[src/rtl/xy2_100_tx.sv]
// ---------------------------------------------------------------------------
// xy2_100_tx
// Serial transmitter for the XY2-100 galvo interface. Coordinates arrive from
// the raster-scan generator on rising edges of xy2_send and are held in a
// one-deep holding register. While enable is high the block streams
// back-to-back 20-bit frames (0,0,1, D15..D0, even parity) on x_out/y_out,
// always carrying the most recently accepted coordinate.
//
// Parameters:
//   HALF_DIV     system clocks per sclk half period (>= 2)
//   RESET_COORD  holding-register value after reset (galvo centre)
//
// Ports:
//   clk        in   system clock
//   reset      in   asynchronous, active-high reset
//   enable     in   stream frames while high
//   x_coord    in   X coordinate, sampled on an xy2_send rising edge
//   y_coord    in   Y coordinate, sampled on an xy2_send rising edge
//   xy2_send   in   level strobe; only its rising edge is used
//   pending    out  holding register has a coordinate not yet framed
//   coord_ack  out  one-cycle pulse when a pending coordinate is framed
//   overrun    out  one-cycle pulse when a pending coordinate is overwritten
//   sclk       out  XY2 clock
//   sync       out  XY2 sync
//   x_out      out  XY2 X-channel data
//   y_out      out  XY2 Y-channel data
// ---------------------------------------------------------------------------
module xy2_100_tx #(
  parameter int          HALF_DIV    = 25,
  parameter logic [15:0] RESET_COORD = 16'h8000
) (
  input  logic        clk,
  input  logic        reset,
  input  logic        enable,
  input  logic [15:0] x_coord,
  input  logic [15:0] y_coord,
  input  logic        xy2_send,
  output logic        pending,
  output logic        coord_ack,
  output logic        overrun,
  output logic        sclk,
  output logic        sync,
  output logic        x_out,
  output logic        y_out
);

  localparam int DIV_LAST = 2 * HALF_DIV - 1;
  localparam int DIV_W    = $clog2(2 * HALF_DIV);

  typedef enum logic {IDLE, RUN} state_t;

  state_t             state_q;
  logic [DIV_W-1:0]   divCnt_q;
  logic [4:0]         bitCnt_q;
  logic [19:0]        xShift_q;
  logic [19:0]        yShift_q;
  logic [15:0]        xHold_q;
  logic [15:0]        yHold_q;
  logic               sendDly_q;
  logic               pending_q;
  logic               coordAck_q;
  logic               overrun_q;
  logic               sclk_q;
  logic               sync_q;
  logic               xOut_q;
  logic               yOut_q;

  logic               capture;
  logic [19:0]        xFrame;
  logic [19:0]        yFrame;
  logic [DIV_W-1:0]   divNext;
  logic               bitEnd;
  logic               frameEnd;
  logic               doLoad;

  // Frame words are built from the current holding registers, so a capture
  // landing on the load edge only affects the following frame.
  always_comb begin
    capture  = xy2_send & ~sendDly_q;
    xFrame   = {3'b001, xHold_q, ~(^xHold_q)};
    yFrame   = {3'b001, yHold_q, ~(^yHold_q)};
    divNext  = divCnt_q + DIV_W'(1);
    bitEnd   = (state_q == RUN) && (divCnt_q == DIV_W'(DIV_LAST));
    frameEnd = bitEnd && (bitCnt_q == 5'd19);
    doLoad   = enable && ((state_q == IDLE) || frameEnd);
  end

  // Holding register, edge detect and the pending/ack/overrun handshake.
  // An ack is withheld when a fresh capture coincides with a frame load,
  // since the frame being loaded carries the older coordinate.
  always_ff @(posedge clk or posedge reset) begin
    if (reset) begin
      sendDly_q  <= 1'b0;
      xHold_q    <= RESET_COORD;
      yHold_q    <= RESET_COORD;
      pending_q  <= 1'b0;
      coordAck_q <= 1'b0;
      overrun_q  <= 1'b0;
    end else begin
      sendDly_q  <= xy2_send;
      coordAck_q <= 1'b0;
      overrun_q  <= 1'b0;
      if (capture) begin
        xHold_q   <= x_coord;
        yHold_q   <= y_coord;
        pending_q <= 1'b1;
        overrun_q <= pending_q;
      end else if (doLoad && pending_q) begin
        pending_q  <= 1'b0;
        coordAck_q <= 1'b1;
      end
    end
  end

  // Line FSM. Data and sync only change when the divider wraps, which is
  // also where sclk rises; the receiver samples on the falling edge.
  always_ff @(posedge clk or posedge reset) begin
    if (reset) begin
      state_q  <= IDLE;
      divCnt_q <= '0;
      bitCnt_q <= '0;
      xShift_q <= '0;
      yShift_q <= '0;
      sclk_q   <= 1'b0;
      sync_q   <= 1'b0;
      xOut_q   <= 1'b0;
      yOut_q   <= 1'b0;
    end else begin
      if (doLoad) begin
        state_q  <= RUN;
        divCnt_q <= '0;
        bitCnt_q <= '0;
        xShift_q <= {xFrame[18:0], 1'b0};
        yShift_q <= {yFrame[18:0], 1'b0};
        sclk_q   <= 1'b1;
        sync_q   <= 1'b1;
        xOut_q   <= xFrame[19];
        yOut_q   <= yFrame[19];
      end else begin
        case (state_q)
          IDLE: begin
            sclk_q <= 1'b0;
            sync_q <= 1'b0;
            xOut_q <= 1'b0;
            yOut_q <= 1'b0;
          end
          RUN: begin
            if (frameEnd) begin
              state_q  <= IDLE;
              divCnt_q <= '0;
              bitCnt_q <= '0;
              sclk_q   <= 1'b0;
              sync_q   <= 1'b0;
              xOut_q   <= 1'b0;
              yOut_q   <= 1'b0;
            end else if (bitEnd) begin
              divCnt_q <= '0;
              bitCnt_q <= bitCnt_q + 5'd1;
              xShift_q <= {xShift_q[18:0], 1'b0};
              yShift_q <= {yShift_q[18:0], 1'b0};
              sclk_q   <= 1'b1;
              sync_q   <= (bitCnt_q != 5'd18);
              xOut_q   <= xShift_q[19];
              yOut_q   <= yShift_q[19];
            end else begin
              divCnt_q <= divNext;
              sclk_q   <= (divNext < DIV_W'(HALF_DIV));
            end
          end
          default: state_q <= IDLE;
        endcase
      end
    end
  end

  assign pending   = pending_q;
  assign coord_ack = coordAck_q;
  assign overrun   = overrun_q;
  assign sclk      = sclk_q;
  assign sync      = sync_q;
  assign x_out     = xOut_q;
  assign y_out     = yOut_q;

endmodule

[config.mk]
export PLATFORM = sky130hd
export DESIGN_NAME = xy2_100_tx
export DESIGN_NICKNAME = d
export VERILOG_FILES = /design/src/rtl/xy2_100_tx.sv
export SDC_FILE = /design/constraint.sdc
export NUM_CORES = 1
export LEC_CHECK = 0
export CAP_MARGIN = 10
export CORE_MARGIN = 4
export CORE_UTILIZATION = 55
export DETAILED_ROUTE_END_ITERATION = 6
export PLACE_DENSITY = 0.82
export SKIP_LAST_GASP = 1
export SLEW_MARGIN = 5
export SYNTH_ARGS = -nofsm -noshare
export SYNTH_HDL_FRONTEND = slang
export SYNTH_SLANG_ARGS = --single-unit
[constraint.sdc]
create_clock -name clk -period 3.3 [get_ports clk]
set_clock_uncertainty 0.1 [all_clocks]
set_input_delay 0.66 -clock clk [delete_from_list [all_inputs] [get_ports clk]]
set_output_delay 0.66 -clock clk [all_outputs]
set_load 0.05 [all_outputs]
# After elaboration in Yosys (flattened, before gate mapping)
# Index checks and enable logic that the tools add are counted.
classes:
  n_addsub: 2
  order_cmp: 1
  n_eq_ne: 5
  mux: 40
  n_bitwise: 5
  n_reduce_logical: 13
ops:
  columns: ["operator", "count"]
  rows:
  - ["$mux 20", 8]
  - ["$reduce_xor 16->1", 2]
  - ["$mux 6", 4]
  - ["$mux 1", 20]
  - ["$mux 5", 4]
  - ["$pmux 1 s2", 4]
  - ["$add 6x1->6 const B", 1]
  - ["$eq 6x6->1 const B", 1]
  - ["$lt 6x5->1 const B", 1]
  - ["$reduce_bool 2->1", 3]
  - ["$add 5x1->5 const B", 1]
  - ["$eq 5x5->1 const B", 1]
  - ["$ne 5x5->1 const B", 1]
  - ["$logic_and 1x1->1", 4]
  - ["$ne 4x1->1 const B", 1]
  - ["$not 1->1", 4]
  - ["$reduce_and 3->1", 1]
  - ["$reduce_bool 3->1", 1]
  - ["$ne 2x1->1 const B", 1]
  - ["$reduce_and 2->1", 1]
  - ["$and 1x1->1", 1]
  - ["$logic_or 1x1->1", 1]
word_totals:
  regBits: 92
  out_inout_bits: 7

# Longest topological paths before layout
# Gate-level depths: netlist of the first run.
depth:
  depth_word: 8
  mapped_depth: 9
  mapped_depth_nobuf: 7

# Worst setup path after synthesis of the first run
# OpenSTA, ideal clock, no wires.
synth_timing:
  path_type: "input -> register"
  startpoint: "input xy2_send"
  endpoint: "register yHold_q[0]"
  setup_time_ns: 0.125
  arrival_ns: 1.711
  path_slack_ns: 1.364
  path_stages: 4
  path_buffers: 2
  path_cell_list: "nor2b_1 clkbuf_1 clkbuf_1 mux2_2"
synth_via:
  elab_chain_cells: 1
synth_rtl:
  columns: ["element", "line", "rtl"]
  rows:
  - ["start, declared", "37", "input logic xy2_send,"]
  - ["$and 1x1->1", "79", "capture = xy2_send & ~sendDly_q;"]
  - ["end signal, assigned", "105", "yHold_q <= y_coord;"]
  - ["end, declared", "58", "logic [15:0] yHold_q;"]
# No other way between the ends.
# A chain may end at the register's enable or synchronous reset.

# Worst setup path in the final report of the first run
layout_timing:
  startpoint: "register bitCnt_q[0]"
  endpoint: "register yShift_q[14]"
layout_via:
  elab_chain_cells: 6
layout_rtl:
  columns: ["element", "line", "rtl"]
  rows:
  - ["start, declared", "54", "logic [4:0] bitCnt_q;"]
  - ["start signal, assigned", "158", "bitCnt_q <= bitCnt_q + 5'd1;"]
  - ["$eq 5x5->1 (*)", "84", "frameEnd = bitEnd && (bitCnt_q == 5'd19);"]
  - ["$logic_and 1x1->1 (*)", "84", null]
  - ["$logic_or 1x1->1", "85", "doLoad = enable && ((state_q == IDLE) || frameEnd);"]
  - ["$logic_and 1x1->1", "85", null]
  - ["$ne 2x1->1 (no source line) or $reduce_bool 2->1 (tied branches)", null, null]
  - ["$reduce_and 3->1 (no source line)", null, null]
  - ["end signal, assigned", "134", "yShift_q <= {yFrame[18:0], 1'b0};"]
  - ["end signal, assigned", "160", "yShift_q <= {yShift_q[18:0], 1'b0};"]
  - ["end, declared", "56", "logic [19:0] yShift_q;"]
# Every way passes the cells marked *; elsewhere a longest branch is shown, timed or not.

==> results of run 1 <==
cells in the mapped netlist (3+ instances only):
cell and instances:
nand2_1 44, o221a_1 6, dfrtp_1 88, o22ai_1 32
ha_1 4, o221a_2 26, nand3_1 6, a22o_1 5
nor2_1 9, mux2_2 32, buf_2 10, clkbuf_4 3
buf_8 3, o21ai_0 17, a21oi_1 3, xor2_1 5
inv_1 6, clkbuf_1 5, xnor2_1 28
registers in the layout, summed over array words and instances (netlist names):
signal	count
xHold_q	16
yHold_q	16
y_out	1
x_out	1
state_q	1
sendDly_q	1
xShift_q	19
bitCnt_q	5
divCnt_q	6
coord_ack	1
pending	1
overrun	1
sync	1
sclk	1
yShift_q	19
routing by layer:
| layer | part of all wire | wire (um) | track usage | vias up |
|---|---|---|---|---|
| met3 | 0.045 | 383 | 0.0453 | 16 |
| met1 | 0.46 | 3880 | 0.284 | 1464 |
| met5 | 0 | 0 | 0 | - |
| met2 | 0.47 | 4030 | 0.315 | 81 |
| met4 | 0.022 | 185 | 0.0748 | 0 |
| li1 | - | - | - | 1419 |
stage by stage:
| stage | setup WS, ns | utilization | hold WS [ns] |
|---|---|---|---|
| after floorplan | 0.208 | - | 0.357 |
| after global placement | 0.976 | 0.640 | 0.380 |
| after detailed placement | 0.937 | 0.640 | 0.376 |
| after CTS | 0.963 | 0.665 | 0.402 |
| after global routing | 0.799 | 0.665 | 0.431 |
| final | 0.956 | 0.665 | 0.401 |
worst max-delay path by stage:
stage / from / to / slack, ns / cells past startpoint
after floorplan: reset / bitCnt_q[0] / 0.21 / 1
after global placement: enable / yShift_q[13] / 0.98 / 5
after detailed placement: enable / yShift_q[14] / 0.94 / 5
after CTS: divCnt_q[1] / xShift_q[5] / 0.96 / 6
after global routing: bitCnt_q[1] / yShift_q[14] / 0.80 / 5
final: bitCnt_q[0] / yShift_q[14] / 0.96 / 5
layout make-up:
class	count	area [um^2]	area share
Timing Repair Buffer	48	478	0.0970
Sequential cell	90	2250	0.458
Tap cell	99	124	0.0251
Inverter	6	23.8	0.00483
Multi-Input combinational cell	244	1860	0.377
Clock inverter	5	56.3	0.0114
Clock buffer	11	131	0.0267
power breakdown:
part / internal, mW / switching, mW / leakage, nW
Clock: 0.349 / 0.381 / 0.0933
Sequential: 1.16 / 0.0623 / 1.14
Combinational: 0.231 / 0.164 / 0.968
logic make-up (layout without fill, tap and decap cells):
kind of cell,after synthesis,count (layout),synth area share
and+or+nand+nor,75,75,0.0831
buffers and inverters,30,70,0.0440
AOI/OAI and AO/OA,100,100,0.184
xor gates and xnor gates,33,33,0.0674
DFF,90,90,0.526
muxes,32,32,0.0840
adders and majority gates,4,4,0.0117
==> results.cfg, run 1 <==
[setup_path]
reg2regPathDepth = 5
r2r_start = bitCnt_q[0]
r2r_slack_ns = 0.96
cp_slowest_cell = nand2_2
required_ns = 3.45
r2r-end = yShift_q[14]
critical_path_arrival_ns = 2.50
critPathKind = reg -> reg
cp_num_buf_inv = 0
endpoint_kind = register
start_kind = register
max_stage_delay_ns = 0.47
crit_fanout = 36
cp_top_family = compound AO/OA/AOI/OAI gates
cp_cell_sequence = ha_1, nand4bb_1, o31ai_2, nand2_2, o221a_2

[logic_synthesis]
synth_edf_count = 0
ys_seq_area_frac = 0.526
synth-seq-cells = 90
synth_top_area_frac = 0.513
syn_nets = 404
synthDistinctLibCells = 43
synth_cells = 364
yosys_warnings = 0
synth.cell_area_um2 = 4290
synthTopCellsByArea = dfrtp_1 (51%), mux2_2 (8.4%), o221a_2 (6.8%), xnor2_1 (5.7%), o22ai_1 (4.7%)
synth_top_area_cell = dfrtp_1
synthFlopType = dfrtp_1
synthArstFlopShare = 1.00
syn_avg_cell_area_um2 = 11.8

[grt]
grt_pass1_vias = 2968
grt_first_pass_wirelength_um = 14600
grt_max_degree = 60
grt-ovfl-total = 0
antenna_found_initial = 0
grt.total_usage = 0.204

[die]
num_io_pins = 43
die_y_um = 96.3
start_util = 0.579
core_um2 = 7410
die_x_um = 96.3
die-area_um2 = 9280
rows = 31

[sta]
fin_crit_ns = 2.34
setup_viol = 0
maxSlewViolCount = 0
setup_tns_ns = 0
period_share = 0.710
relSlewSlack = 0.423
grt_setup_unrepaired = no
worst_slew_pin_slew_ns = 0.866
hold_violations = 0
max_freq_mhz = 427

[detailed_routing]
routedWlPerCell_um = 16.9
avgViaCountPerCell = 5.92
drt_iter0_drc = 147
ant_nets = 0
dr.pass1.iters = 5
vias = 2980
totalWireLength_um = 8480
drc = 0

[placement]
placed_cell_area_um2 = 4740
dp_hpwl_um = 5450
io_buffers = 42
dp.cells = 487
place_congestion = 0.772

[clocking]
cts.clk_slew.worst_paths_ns = 0.08
cts_setup_buffers = 0
cts_buffers = 9
htree_levels = 3
ctsHoldBuffers = 0
clock_latency_ns = 0.36
clockBufferDepth = 2
cts_tree = built
ctsRootBufferMaster = clkbuf_8
cts_sinks = 90
ctsResizeCount = 0

[pwr]
static-leakage-power_nw = 2.21
power.total_mw = 2.35
ir_drop_v = 0.000314
powerDensity_nw_per_um2 = 477

[finish]
area_growth_pct = 14.8
design_area_um2 = 4930
diodes = 0
final_cell_mix = dfrtp_1 (88), nand2_1 (44), clkdlybuf4s50_1 (42), mux2_2 (32), o22ai_1 (32)
fillers = 562
layout_commonest_cell = dfrtp_1
fin_cells = 503
fin_nets = 439
final_layout_size_suffix_gt1_frac = 0.215

[hold_path]
min_path_type = reg -> reg
hold_depth = 1
worstHoldStart = yShift_q[19]
min_to = y_out

[outcome]
outcome = finished clean

[run]
drv_cap = 0
No activity file was read; power rests on OpenSTA's default activity.
==> run 2, diff against run 1 <==
Settings changed: CORE_UTILIZATION 55 to 51, PLACE_DENSITY 0.82 to 0.8.
Clock period 3.3 ns to 2.1 ns, I/O delays scaled along.
==> run 2 against run 1 <==
  * Maximum frequency grew 14%
  * Die area grew 7.2%
  * Clock power grew 55%
  * Cell area grew 3.5%
  * Worst setup slack lost 0.92 ns
  * Sequential share of layout area shrank 1.5 points
  * Combinational power grew 56%
  * Sequential cell count is the same
  * Critical endpoint is now xShift_q[16]
  * Largest power group unchanged
  * Highest routed layer unchanged
==> results.cfg, run 2 (synthesis gave the netlist of run 1 again) <==
[finish]
design_area_um2 = 5100
fin_cells = 522
area_growth_pct = 18.8
final_cell_mix = dfrtp_1 (87), nand2_1 (44), clkdlybuf4s50_1 (40), mux2_2 (32), o22ai_1 (32)
fillers = 623
final_layout_size_suffix_gt1_frac = 0.257
diodes = 0
fin_nets = 452
reg_top3 = xShift_q: 19 flops, yShift_q: 19 flops
layout_commonest_cell = dfrtp_1

[setup_path]
cp_num_buf_inv = 2
cp_slowest_cell = dfrtp_1
start_kind = register
cp_top_family = compound AO/OA/AOI/OAI gates
endpoint_kind = register
crit_fanout = 36
critical_path_arrival_ns = 2.21
critPathKind = reg -> reg
r2r_slack_ns = 0.04
reg2regPathDepth = 7
r2r-end = xShift_q[16]
max_stage_delay_ns = 0.41
r2r_start = bitCnt_q[1]
required_ns = 2.25
cp_cell_sequence = ha_2, nand4bb_1, buf_4, o31ai_2, nand2_2, buf_12, o221a_2

[run]
drv_cap = 0

[placement]
place_congestion = 0.849
dp.cells = 505
dp_hpwl_um = 5870
pre_cts_slack_ns = 0.0480
io_buffers = 42
placed_cell_area_um2 = 4880

[pwr]
powerDensity_nw_per_um2 = 721
power_switching_mw = 1.01
power.total_mw = 3.67
p_comb_frac = 0.168
static-leakage-power_nw = 2.30
p_seq_frac = 0.524
p_int_mw = 2.66
ir_drop_v = 0.000427
clockPowerShare = 0.308
sw_frac_of_total = 0.276

[die]
die-area_um2 = 9940
rows = 33
die_x_um = 99.7
start_util = 0.522
core_um2 = 8220
num_io_pins = 43
die_y_um = 99.7

[clocking]
clock_latency_ns = 0.36
ctsRootBufferMaster = clkbuf_8
cts_buffers = 9
cts_tree = built
clockBufferDepth = 2
cts_sinks = 90
cts.clk_slew.worst_paths_ns = 0.10
htree_levels = 3

[sta]
worst_slew_pin_slew_ns = 0.574
fin_hold_ws_ns = 0.321
hold_violations = 0
max_freq_mhz = 485
relSlewSlack = 0.616
grt_setup_unrepaired = yes
fin_crit_ns = 2.06
period_share = 0.981
maxSlewViolCount = 0
layout_setup_ws_ns = 0.0394
setup_viol = 0

[grt]
antenna_found_initial = 0
grt.total_usage = 0.187
grt-ovfl-total = 0
grt_first_pass_wirelength_um = 14900
grt_pass1_vias = 3079
grt_max_degree = 37

[detailed_routing]
drc = 0
drt_iter0_drc = 145
avgViaCountPerCell = 5.80
totalWireLength_um = 8770
routedWlPerCell_um = 16.8
dr.pass1.iters = 4
ant_nets = 0
vias = 3029

[hold_path]
min_path_type = in -> async

[outcome]
outcome = finished clean
==> run 2: worst max path at each step <==
| stage | startpoint | endpoint | slack [ns] | cells after the start |
|---|---|---|---|---|
| 6_report | bitCnt_q[1] | xShift_q[16] | 0.04 | 7 |
| 5_1_grt | divCnt_q[1] | xShift_q[10] | -0.02 | 8 |
| 4_1_cts | pending | pending | 0.01 | 1 |
| 3_5_place_dp | divCnt_q[0] | yShift_q[19] | 0.05 | 6 |
| 3_3_place_gp | divCnt_q[0] | xShift_q[2] | 0.16 | 7 |
| 2_1_floorplan | bitCnt_q[0] | xShift_q[12] | 0.17 | 8 |
==> run 2: power by group through the flow <==
| stage | Sequential [mW] | Combinational [mW] | Clock, mW |
|---|---|---|---|
| 2_1_floorplan | 1.93 | 0.468 | 0 |
| 5_1_grt | 1.94 | 0.665 | 1.25 |
| 6_report | 1.92 | 0.616 | 1.13 |
| 4_1_cts | 1.92 | 0.627 | 1.17 |
| 3_5_place_dp | 1.96 | 0.624 | 0 |
| 3_3_place_gp | 1.96 | 0.604 | 0 |
==> run 2: metal layers <==
| layer | share of wire | global-route usage | wire (um) |
|---|---|---|---|
| met5 | 0 | 0 | 0 |
| met4 | 0.024 | 0.0830 | 210 |
| met3 | 0.050 | 0.0337 | 438 |
| met2 | 0.48 | 0.291 | 4190 |
| met1 | 0.45 | 0.256 | 3930 |
==> run 2: stage by stage <==
stage,setup TNS (ns),utilization
after CTS,0,0.618
after global placement,0,0.594
after global routing,-0.136,0.620
after detailed placement,0,0.594
final,0,0.620
after floorplan,0,-
==> run 2: worst reg2reg max path: stages (launching register included) <==
cell and delay (ns):
dfrtp_1 0.41, ha_2 0.25, nand4bb_1 0.18, buf_4 0.19
o31ai_2 0.25, nand2_2 0.12, buf_12 0.18, o221a_2 0.27
==> run 2: layout make-up <==
class	instances	area, um^2	share of cell area
Clock buffer	9	124	0.0243
Clock inverter	7	66.3	0.0130
Inverter	6	26.3	0.00515
Multi-Input combinational cell	244	1860	0.365
Sequential cell	90	2260	0.443
Tap cell	105	131	0.0258
Timing Repair Buffer	61	631	0.124
==> run 2: repair_timing <==
item | in CTS | in global routing
setup buffers | 0 | 1
hold buffers | 0 | 0
resized for setup | 1 | 6
endpoints found under the setup margin | 1 | 38
